**config.mk**
```make
export PLATFORM = sky130hd
export DESIGN_NAME = eth_rx_uart_sched_flat
export DESIGN_NICKNAME = d
export VERILOG_FILES = /design/src/rtl/eth_rx_uart_sched_pkg.sv /design/src/rtl/eth_rx_uart_sched_if.sv /design/src/rtl/eth_rx_uart_sched_commit_fifo.sv /design/src/rtl/eth_rx_uart_sched.sv /design/src/flat_wrapper.sv
export SDC_FILE = /design/constraint.sdc
export NUM_CORES = 1
export LEC_CHECK = 0
export ABC_AREA = 1
export CAP_MARGIN = 15
export CORE_MARGIN = 5
export CORE_UTILIZATION = 30
export CTS_CLUSTER_DIAMETER = 150
export DETAILED_ROUTE_END_ITERATION = 7
export GPL_TIMING_DRIVEN = 0
export PLACE_DENSITY = 0.43
export SKIP_CTS_REPAIR_TIMING = 1
export SLEW_MARGIN = 20
export SYNTH_ARGS = -nofsm -noshare
export SYNTH_HDL_FRONTEND = slang
export SYNTH_SLANG_ARGS = --single-unit
```
**constraint.sdc**
```tcl
create_clock -name g_clk -period 3.9 [get_ports g_clk]
set_input_delay 0.78 -clock g_clk [delete_from_list [all_inputs] [get_ports g_clk]]
set_output_delay 0.78 -clock g_clk [all_outputs]
set_load 0.005 [all_outputs]
```
**src/rtl/eth_rx_uart_sched_pkg.sv**
```systemverilog
// Shared types and constants for the Ethernet-to-UART byte scheduler.
package eth_uart_pkg;
  localparam int BYTE_W = 8;
  localparam logic [BYTE_W-1:0] SYNC_BYTE_DEF = 8'h55;

  typedef enum logic [2:0] {
    IDLE,
    LOAD,
    START,
    WAIT_HI,
    WAIT_LO
  } rd_state_t;
endpackage

```
**src/rtl/eth_rx_uart_sched_if.sv**
```systemverilog
// Receive-byte stream plus UART start/busy handshake between the Ethernet receiver and the UART.
interface eth_rx_uart_sched_if;
  import eth_uart_pkg::*;

  logic [BYTE_W-1:0] rx_data_in;
  logic              byte_rxdv;
  logic              frame_end;
  logic              frame_ok;
  logic [BYTE_W-1:0] tx_data;
  logic              tx_start;
  logic              tx_busy;

  modport slave (
    input  rx_data_in, byte_rxdv, frame_end, frame_ok, tx_busy,
    output tx_data, tx_start
  );

  modport master (
    output rx_data_in, byte_rxdv, frame_end, frame_ok, tx_busy,
    input  tx_data, tx_start
  );
endinterface

```
**src/rtl/eth_rx_uart_sched_commit_fifo.sv**
```systemverilog
// Frame FIFO with a speculative write pointer: good frames commit, bad or overflowed frames roll back.
module eth_commit_fifo
  import eth_uart_pkg::*;
#(
  parameter int AW = 4
) (
  input  logic              clk,
  input  logic              rst_n,
  input  logic              wr_en,
  input  logic [BYTE_W-1:0] wr_data,
  input  logic              frame_end,
  input  logic              frame_ok,
  input  logic              rd_en,
  output logic [BYTE_W-1:0] head_data,
  output logic              head_first,
  output logic              nonempty,
  output logic              commit,
  output logic              drop,
  output logic [AW:0]       level
);
  logic [BYTE_W:0] mem [2**AW];
  logic [AW:0]     wr_ptr, cm_ptr, rd_ptr;
  logic [AW:0]     wr_next, cm_next, rd_next, used;
  logic            first_pend, ovf, full, do_wr, ovf_hit, ovf_eff, frame_has;

  assign used      = wr_ptr - rd_ptr;
  assign full      = used[AW];
  assign do_wr     = wr_en & ~full;
  assign ovf_hit   = wr_en & full;
  assign ovf_eff   = ovf | ovf_hit;
  assign wr_next   = wr_ptr + {{AW{1'b0}}, do_wr};
  // A same-cycle byte belongs to the ending frame, so it counts toward "frame has data".
  assign frame_has = (wr_ptr != cm_ptr) | do_wr;
  assign commit    = frame_end & frame_ok & ~ovf_eff & frame_has;
  assign drop      = frame_end & (~frame_ok | ovf_eff);
  assign cm_next   = commit ? wr_next : cm_ptr;
  assign rd_next   = rd_ptr + {{AW{1'b0}}, rd_en};

  assign nonempty   = (cm_ptr != rd_ptr);
  assign head_data  = mem[rd_ptr[AW-1:0]][BYTE_W-1:0];
  assign head_first = mem[rd_ptr[AW-1:0]][BYTE_W];

  always_ff @(posedge clk) begin
    if (do_wr) mem[wr_ptr[AW-1:0]] <= {first_pend, wr_data};
  end

  always_ff @(posedge clk) begin
    if (!rst_n) begin
      wr_ptr     <= '0;
      cm_ptr     <= '0;
      rd_ptr     <= '0;
      level      <= '0;
      ovf        <= 1'b0;
      first_pend <= 1'b1;
    end else begin
      wr_ptr <= drop ? cm_ptr : wr_next;
      cm_ptr <= cm_next;
      rd_ptr <= rd_next;
      level  <= cm_next - rd_next;
      if (frame_end)    ovf <= 1'b0;
      else if (ovf_hit) ovf <= 1'b1;
      if (frame_end)  first_pend <= 1'b1;
      else if (do_wr) first_pend <= 1'b0;
    end
  end
endmodule

```
**src/rtl/eth_rx_uart_sched.sv**
```systemverilog
// Drains committed Ethernet frame bytes to a UART one at a time; ETH_UART_SYNC_EN adds a marker byte per frame.
module eth_rx_uart_sched
  import eth_uart_pkg::*;
#(
  parameter int                AW        = 4,
  parameter logic [BYTE_W-1:0] SYNC_BYTE = SYNC_BYTE_DEF
) (
  input  logic                    g_clk,
  input  logic                    reset,
  eth_rx_uart_sched_if.slave      bus,
  output logic [AW:0]             fifo_level,
  output logic [15:0]             frame_cnt,
  output logic [7:0]              drop_cnt
);
  rd_state_t         state_q, state_d;
  logic [BYTE_W-1:0] head_data;
  logic              head_first, nonempty, commit, drop, rd_en, use_sync;

  eth_commit_fifo #(.AW(AW)) u_fifo (
    .clk        (g_clk),
    .rst_n      (reset),
    .wr_en      (bus.byte_rxdv),
    .wr_data    (bus.rx_data_in),
    .frame_end  (bus.frame_end),
    .frame_ok   (bus.frame_ok),
    .rd_en      (rd_en),
    .head_data  (head_data),
    .head_first (head_first),
    .nonempty   (nonempty),
    .commit     (commit),
    .drop       (drop),
    .level      (fifo_level)
  );

`ifdef ETH_UART_SYNC_EN
  logic sync_sent_q;

  // Marker goes out once per frame, ahead of the entry flagged as the frame's first byte.
  assign use_sync = head_first & ~sync_sent_q;

  always_ff @(posedge g_clk) begin
    if (!reset)                 sync_sent_q <= 1'b0;
    else if (state_q == LOAD)   sync_sent_q <= use_sync;
  end
`else
  assign use_sync = 1'b0;
`endif

  always_comb begin
    state_d = state_q;
    rd_en   = 1'b0;
    case (state_q)
      IDLE:    if (nonempty && !bus.tx_busy) state_d = LOAD;
      LOAD: begin
        rd_en   = ~use_sync;
        state_d = START;
      end
      START:   state_d = WAIT_HI;
      WAIT_HI: if (bus.tx_busy) state_d = WAIT_LO;
      WAIT_LO: if (!bus.tx_busy) state_d = IDLE;
      default: state_d = IDLE;
    endcase
  end

  always_ff @(posedge g_clk) begin
    if (!reset) begin
      state_q      <= IDLE;
      bus.tx_data  <= '0;
      bus.tx_start <= 1'b0;
      frame_cnt    <= '0;
      drop_cnt     <= '0;
    end else begin
      state_q      <= state_d;
      bus.tx_start <= (state_q == LOAD);
      if (state_q == LOAD) bus.tx_data <= use_sync ? SYNC_BYTE : head_data;
      if (commit) frame_cnt <= frame_cnt + 16'd1;
      if (drop && drop_cnt != 8'hFF) drop_cnt <= drop_cnt + 8'd1;
    end
  end
endmodule

```
**src/flat_wrapper.sv**
```systemverilog
// flat-port wrapper written by rule: the top's interface ports become plain ports
module eth_rx_uart_sched_flat import eth_uart_pkg::*;
#(
  parameter int                AW        = 4,
  parameter logic [BYTE_W-1:0] SYNC_BYTE = SYNC_BYTE_DEF
)
  (g_clk, reset, fifo_level, frame_cnt, drop_cnt, bus_rx_data_in, bus_byte_rxdv, bus_frame_end, bus_frame_ok, bus_tx_busy, bus_tx_data, bus_tx_start);
  eth_rx_uart_sched_if bus_i ();
  input  logic g_clk;
  input  logic reset;
  output logic [AW:0] fifo_level;
  output logic [15:0] frame_cnt;
  output logic [7:0] drop_cnt;
  input wire logic [$bits(bus_i.rx_data_in)-1:0] bus_rx_data_in;
  input wire logic [$bits(bus_i.byte_rxdv)-1:0] bus_byte_rxdv;
  input wire logic [$bits(bus_i.frame_end)-1:0] bus_frame_end;
  input wire logic [$bits(bus_i.frame_ok)-1:0] bus_frame_ok;
  input wire logic [$bits(bus_i.tx_busy)-1:0] bus_tx_busy;
  output wire logic [$bits(bus_i.tx_data)-1:0] bus_tx_data;
  output wire logic [$bits(bus_i.tx_start)-1:0] bus_tx_start;
  assign bus_i.rx_data_in = bus_rx_data_in;
  assign bus_i.byte_rxdv = bus_byte_rxdv;
  assign bus_i.frame_end = bus_frame_end;
  assign bus_i.frame_ok = bus_frame_ok;
  assign bus_i.tx_busy = bus_tx_busy;
  assign bus_tx_data = bus_i.tx_data;
  assign bus_tx_start = bus_i.tx_start;
  eth_rx_uart_sched #(.AW(AW), .SYNC_BYTE(SYNC_BYTE)) u_core (.g_clk(g_clk), .reset(reset), .bus(bus_i), .fifo_level(fifo_level), .frame_cnt(frame_cnt), .drop_cnt(drop_cnt));
endmodule
```
# == After elaboration in Yosys (flattened, before gate mapping) ==
# Memories as Yosys holds them, arrays and structs flattened. A register that Yosys moved wholly into a read port is not among the register bits.
# Index checks and enable logic that the tools add are counted.
# totals
output_inout_bits,38
ff_bits,50
n_memories,1
input_bits,14
ramBits,144
# op_classes
reduce_logical,7
n_bitwise,13
mux,9
addsub,6
eq_ne,10
# mem_list
memory,words,word_bits,read_ports,rd_clocked_by_memory_dff,wr,line_no,source
u_core.u_fifo.mem,16,9,1,1,1,eth_rx_uart_sched_commit_fifo.sv:21,logic [BYTE_W:0] mem [2**AW];
# ops
cell,n
$add 16x1->16 const B,1
$pmux 3 s5,1
$add 5x1->5,2
$mux 5,2
$ne 5x5->1,2
$sub 5x5->5,2
$mux 3,3
$add 8x1->8 const B,1
$ne 8x8->1 const B,1
$and 1x1->1,6
$eq 3x2->1 const B,2
$ne 2x2->1 const B,2
$not 1->1,4
$eq 3x1->1 const B,1
$eq 3x3->1 const B,1
$logic_not 3->1,1
$mux 1,3
$or 1x1->1,3
$reduce_and 3->1,1
$logic_and 1x1->1,2
$logic_not 1->1,2
$ne 2x1->1 const B,1
$reduce_or 2->1,1

# == Depth between registers and ports, before layout ==
# depth
depth_word,8
mapped_depth,26

# == Modules after synthesis ==
# A second synthesis with hierarchy kept.
# hier_totals
hier_cells,801
hier_area_um2,8509.4
# by_module_without_submodules
module,instances,area_each_um2,cells_each
eth_commit_fifo,1,6892.9,573
eth_rx_uart_sched,1,1616.6,228

# == Worst setup path before layout ==
# No wires, ideal clock.
# synth_path
path_kind,register -> register
start,register u_core.u_fifo.rd_ptr[3]
end,register u_core.u_fifo.level[4]
n_path_buf,2
setup_ns,0.115
path_slack_ns,0.441
path_stages_with_launch,22
required_time_ns,3.785
t_arrival_ns,3.344
cell_sequence,dfxtp_1 -> buf_2 -> clkinv_1 -> buf_1 -> ha_1 -> a21oi_1 -> nand3_1 -> nand3_1 -> inv_1 -> ha_1 -> ha_1 -> inv_1 -> o21ai_2 -> inv_1 -> fa_1 -> o21bai_1 -> a21oi_1 -> xor2_1 -> inv_1 -> nand3_1 -> nand2_1 -> nor2_1
# synth_via
elab_chain_len,8
word_cells_on_any_way,13
cone_classes,4 x add/sub; 1 x mux; 8 x bitwise
# synth_lines
element,line_no,source
"start, declared",eth_rx_uart_sched_commit_fifo.sv:22,"logic [AW:0] wr_ptr, cm_ptr, rd_ptr;"
"start signal, assigned",eth_rx_uart_sched_commit_fifo.sv:58,rd_ptr <= rd_next;
$sub 5x5->5 *,eth_rx_uart_sched_commit_fifo.sv:26,assign used = wr_ptr - rd_ptr;
"parallel branches: the longest is 5 deep, another holds $add 5x1->5",n/a,
$mux 5 *,eth_rx_uart_sched_commit_fifo.sv:36,assign cm_next = commit ? wr_next : cm_ptr;
named net u_core.u_fifo.cm_next[1],eth_rx_uart_sched_commit_fifo.sv:23,"logic [AW:0] wr_next, cm_next, rd_next, used;"
$sub 5x5->5 *,eth_rx_uart_sched_commit_fifo.sv:59,level <= cm_next - rd_next;
"end signal, assigned",eth_rx_uart_sched_commit_fifo.sv:59,
"end, declared",eth_rx_uart_sched_commit_fifo.sv:19,output logic [AW:0] level
# Mark *: on every way through the listed nets, which the timed path passes.
# A chain may end at the register's enable or synchronous reset.

# == Worst setup path in the final report ==
# Same ends and word-level chain as after synthesis.

==> impl_metrics.toml <==
[logic_synthesis]
synth_area_um2 = 8000
synth-seq-cells = 185
synth-edff-count = 128
yosys_warnings = 0
synthCells = 755
syn_avg_cell_area_um2 = 10.6
synth-main-ff-cell = "edfxtp_1"
ys_seq_area_frac = 0.623
ys_types = 37
synthArstFlopShare = 0
syn-num-nets = 783

[sta]
fin_setup_tns_ns = 0
setup_slack_ns = 0.371
fin_crit_sh = 0.905
slew_headroom = 0.381
fmax_mhz = 283
finalClockSkew_ns = 0.0171
finalSetupViolCount = 0
rsz0062_at_grt = "false"
period_minus_slack_ns = 3.53
tightest_slew_ns = 0.925
hold_viol = 0
final-max-slew-violation-count = 0

[setup_path]
cp_data_arrival_time_ns = 3.89
rr_endpoint = "u_core.u_fifo.level[4]$_SDFF_PN0_"
crit_type = "reg2reg"
critPathLaunch = "u_core.u_fifo.rd_ptr[3]$_SDFF_PN0_"
crit_required_ns = 4.26
startpoint_type = "flip-flop"
regToRegStartpoint = "u_core.u_fifo.rd_ptr[3]$_SDFF_PN0_"
ff2ff_path_depth = 24
path_max_fanout = 5
rrSetupSlack_ns = 0.37
cp-end-kind = "flip-flop"

[die]
initial_core_util = 0.306
core_um2 = 26100
pin_count = 52
die_x_um = 173
rows = 59
die_height_um = 173
die_area_um2 = 30000

[hold_path]
min_path_cells = 2
min_delay_worst_endpoint = "u_core.frame_cnt[4]$_SDFFE_PN0N_"
hold_path.class = "reg2reg"
hp-start = "u_core.frame_cnt[4]$_SDFFE_PN0N_"

[power]
p_total_w = 0.00557
ir_drop_mv = 0.228
p_leak_nw = 3.35
powerDensity_nw_per_um2 = 579

[global_route]
antenna_found_initial = 0
grt_pass1_wl_mm = 35.1
groute.usage.overall = 0.153
first_global_vias = 5877
grt_max_degree = 20
grt_overflow = 0

[clock_tree]
clkTransAtPathRegs_ns = 0.07
h-tree-depth = 4
cts_tree = "done"
cts_buffer_depth = 2
cts_buffers = 17
root_buffer = "clkbuf_16"
clock_latency_ns = 0.44
numClockSinks = 185

[drt]
drc_errors = 0
routed_wl_mm = 22.9
postRouteAntennaNets = 0
vias_per_cell = 5.00
first_iter_violations = 555
firstDrtPassIters = 6
via_count = 5894
wl_per_cell_um = 19.4

[finish]
diodes = 0
mostFrequentLayoutCells = "edfxtp_1, nor2_1, nand2_1"
mostFrequentLayoutCell = "edfxtp_1"
fillCellCount = 2639
fin_nets = 858
synthToLayoutAreaGrowth_pct = 20.2
drive_above_1_share = 0.0807
layout.cells.non_filler = 1178
fin_area_um2 = 9620

[placement]
dp.cells = 1139
dp_hpwl_mm = 15.9
port_buffers = 49
routabilityCongestion = 0.838
place_area_um2 = 8910
pre_cts_ws_ns = -0.491

[outcome]
status = "finished clean"

[flow_run]
cap_violations = 0
[worst max path at each step]
stage / endpoint
after floorplan: u_core.u_fifo.level[4]$_SDFF_PN0_
after global placement: u_core.u_fifo.level[4]$_SDFF_PN0_
after detailed placement: u_core.u_fifo.level[4]$_SDFF_PN0_
after CTS: u_core.u_fifo.level[4]$_SDFF_PN0_
after global routing: u_core.u_fifo.level[4]$_SDFF_PN0_
final: u_core.u_fifo.level[4]$_SDFF_PN0_
[per-stage QoR]
step	util	hold slack, ns
final	0.368	0.502
after global routing	0.368	0.530
after floorplan	-	0.465
after CTS	0.364	0.504
after global placement	0.341	0.481
after detailed placement	0.341	0.484
[critical path, cell delays in order, from the launching register on]
cell	delay [ns]
dfxtp_1	0.36
buf_6	0.14
clkinvlp_4	0.14
ha_1	0.34
nand2_1	0.05
inv_1	0.04
nand2_1	0.08
nand2_1	0.09
nand2_1	0.05
nand3_1	0.09
inv_1	0.11
ha_1	0.22
ha_1	0.23
xor2_2	0.18
o21ai_2	0.17
inv_1	0.06
ha_1	0.30
inv_1	0.11
o21bai_1	0.07
a21oi_1	0.18
xor2_1	0.17
inv_1	0.07
nand3_1	0.07
nand2_1	0.05
nor2_1	0.09
[cells by family (layout without fill, tap and decap cells)]
family                   Yosys count  count (layout)  share of synthesized area
buffers and inverters             97             185                     0.0478
adder cells (fa/ha/maj)           14              14                     0.0228
multiplexers                      12              12                     0.0150
AND/OR/NAND/NOR                  278             278                      0.154
flip-flops                       185             185                      0.623
AO/OA/AOI/OAI                    142             142                      0.108
XOR/XNOR                          27              27                     0.0296
[flip-flops by register name, summed over array words and instances (netlist names)]
| register | cells |
|---|---|
| u_core.u_fifo.ovf | 1 |
| u_core.u_fifo.wr_ptr | 5 |
| u_core.u_fifo.level | 5 |
| u_core.bus.tx_data | 8 |
| u_core.u_fifo.mem | 128 |
| u_core.frame_cnt | 16 |
| u_core.bus.tx_start | 1 |
| u_core.u_fifo.rd_ptr | 5 |
| u_core.state_q | 3 |
| u_core.u_fifo.cm_ptr | 5 |
| u_core.drop_cnt | 8 |
[cell type report]
class / count / area (um^2) / area share
Buffer: 34 / 153 / 0.0159
Sequential cell: 185 / 4990 / 0.518
Clock buffer: 17 / 425 / 0.0442
Clock inverter: 15 / 185 / 0.0192
Multi-Input combinational cell: 473 / 2660 / 0.276
Inverter: 61 / 236 / 0.0246
Timing Repair Buffer: 58 / 558 / 0.0580
Tap cell: 335 / 419 / 0.0436
[per-layer routing]
metal | GRT usage | share of wire
met4 | 0.0406 | 0.014
met1 | 0.215 | 0.48
met5 | 0 | 0
met3 | 0.0323 | 0.051
met2 | 0.240 | 0.45
[Yosys cell counts (all sizes together) (2+ instances only)]
cell	instances	area share
xor2	18	0.020
nand4	10	0.0078
nor3	11	0.0075
nor4	5	0.0039
xnor2	9	0.0099
ha	13	0.020
o221ai	24	0.026
o211ai	17	0.016
mux2i	12	0.015
a21oi	26	0.016
buf	16	0.0099
nand3	62	0.040
clkbuf	20	0.0094
a211oi	2	0.0019
o22ai	4	0.0031
nor2	115	0.056
nand2	74	0.038
o21ai	67	0.043
dfxtp	57	0.14
edfxtp	128	0.48
inv	60	0.028
[where the power goes]
| group | switching [W] | internal, W | total (W) |
|---|---|---|---|
| Combinational | 0.000987 | 0.000498 | 0.00148 |
| Sequential | 0.0000879 | 0.00224 | 0.00232 |
| Clock | 0.000842 | 0.000921 | 0.00176 |
Power figures use the tool's default switching activity.
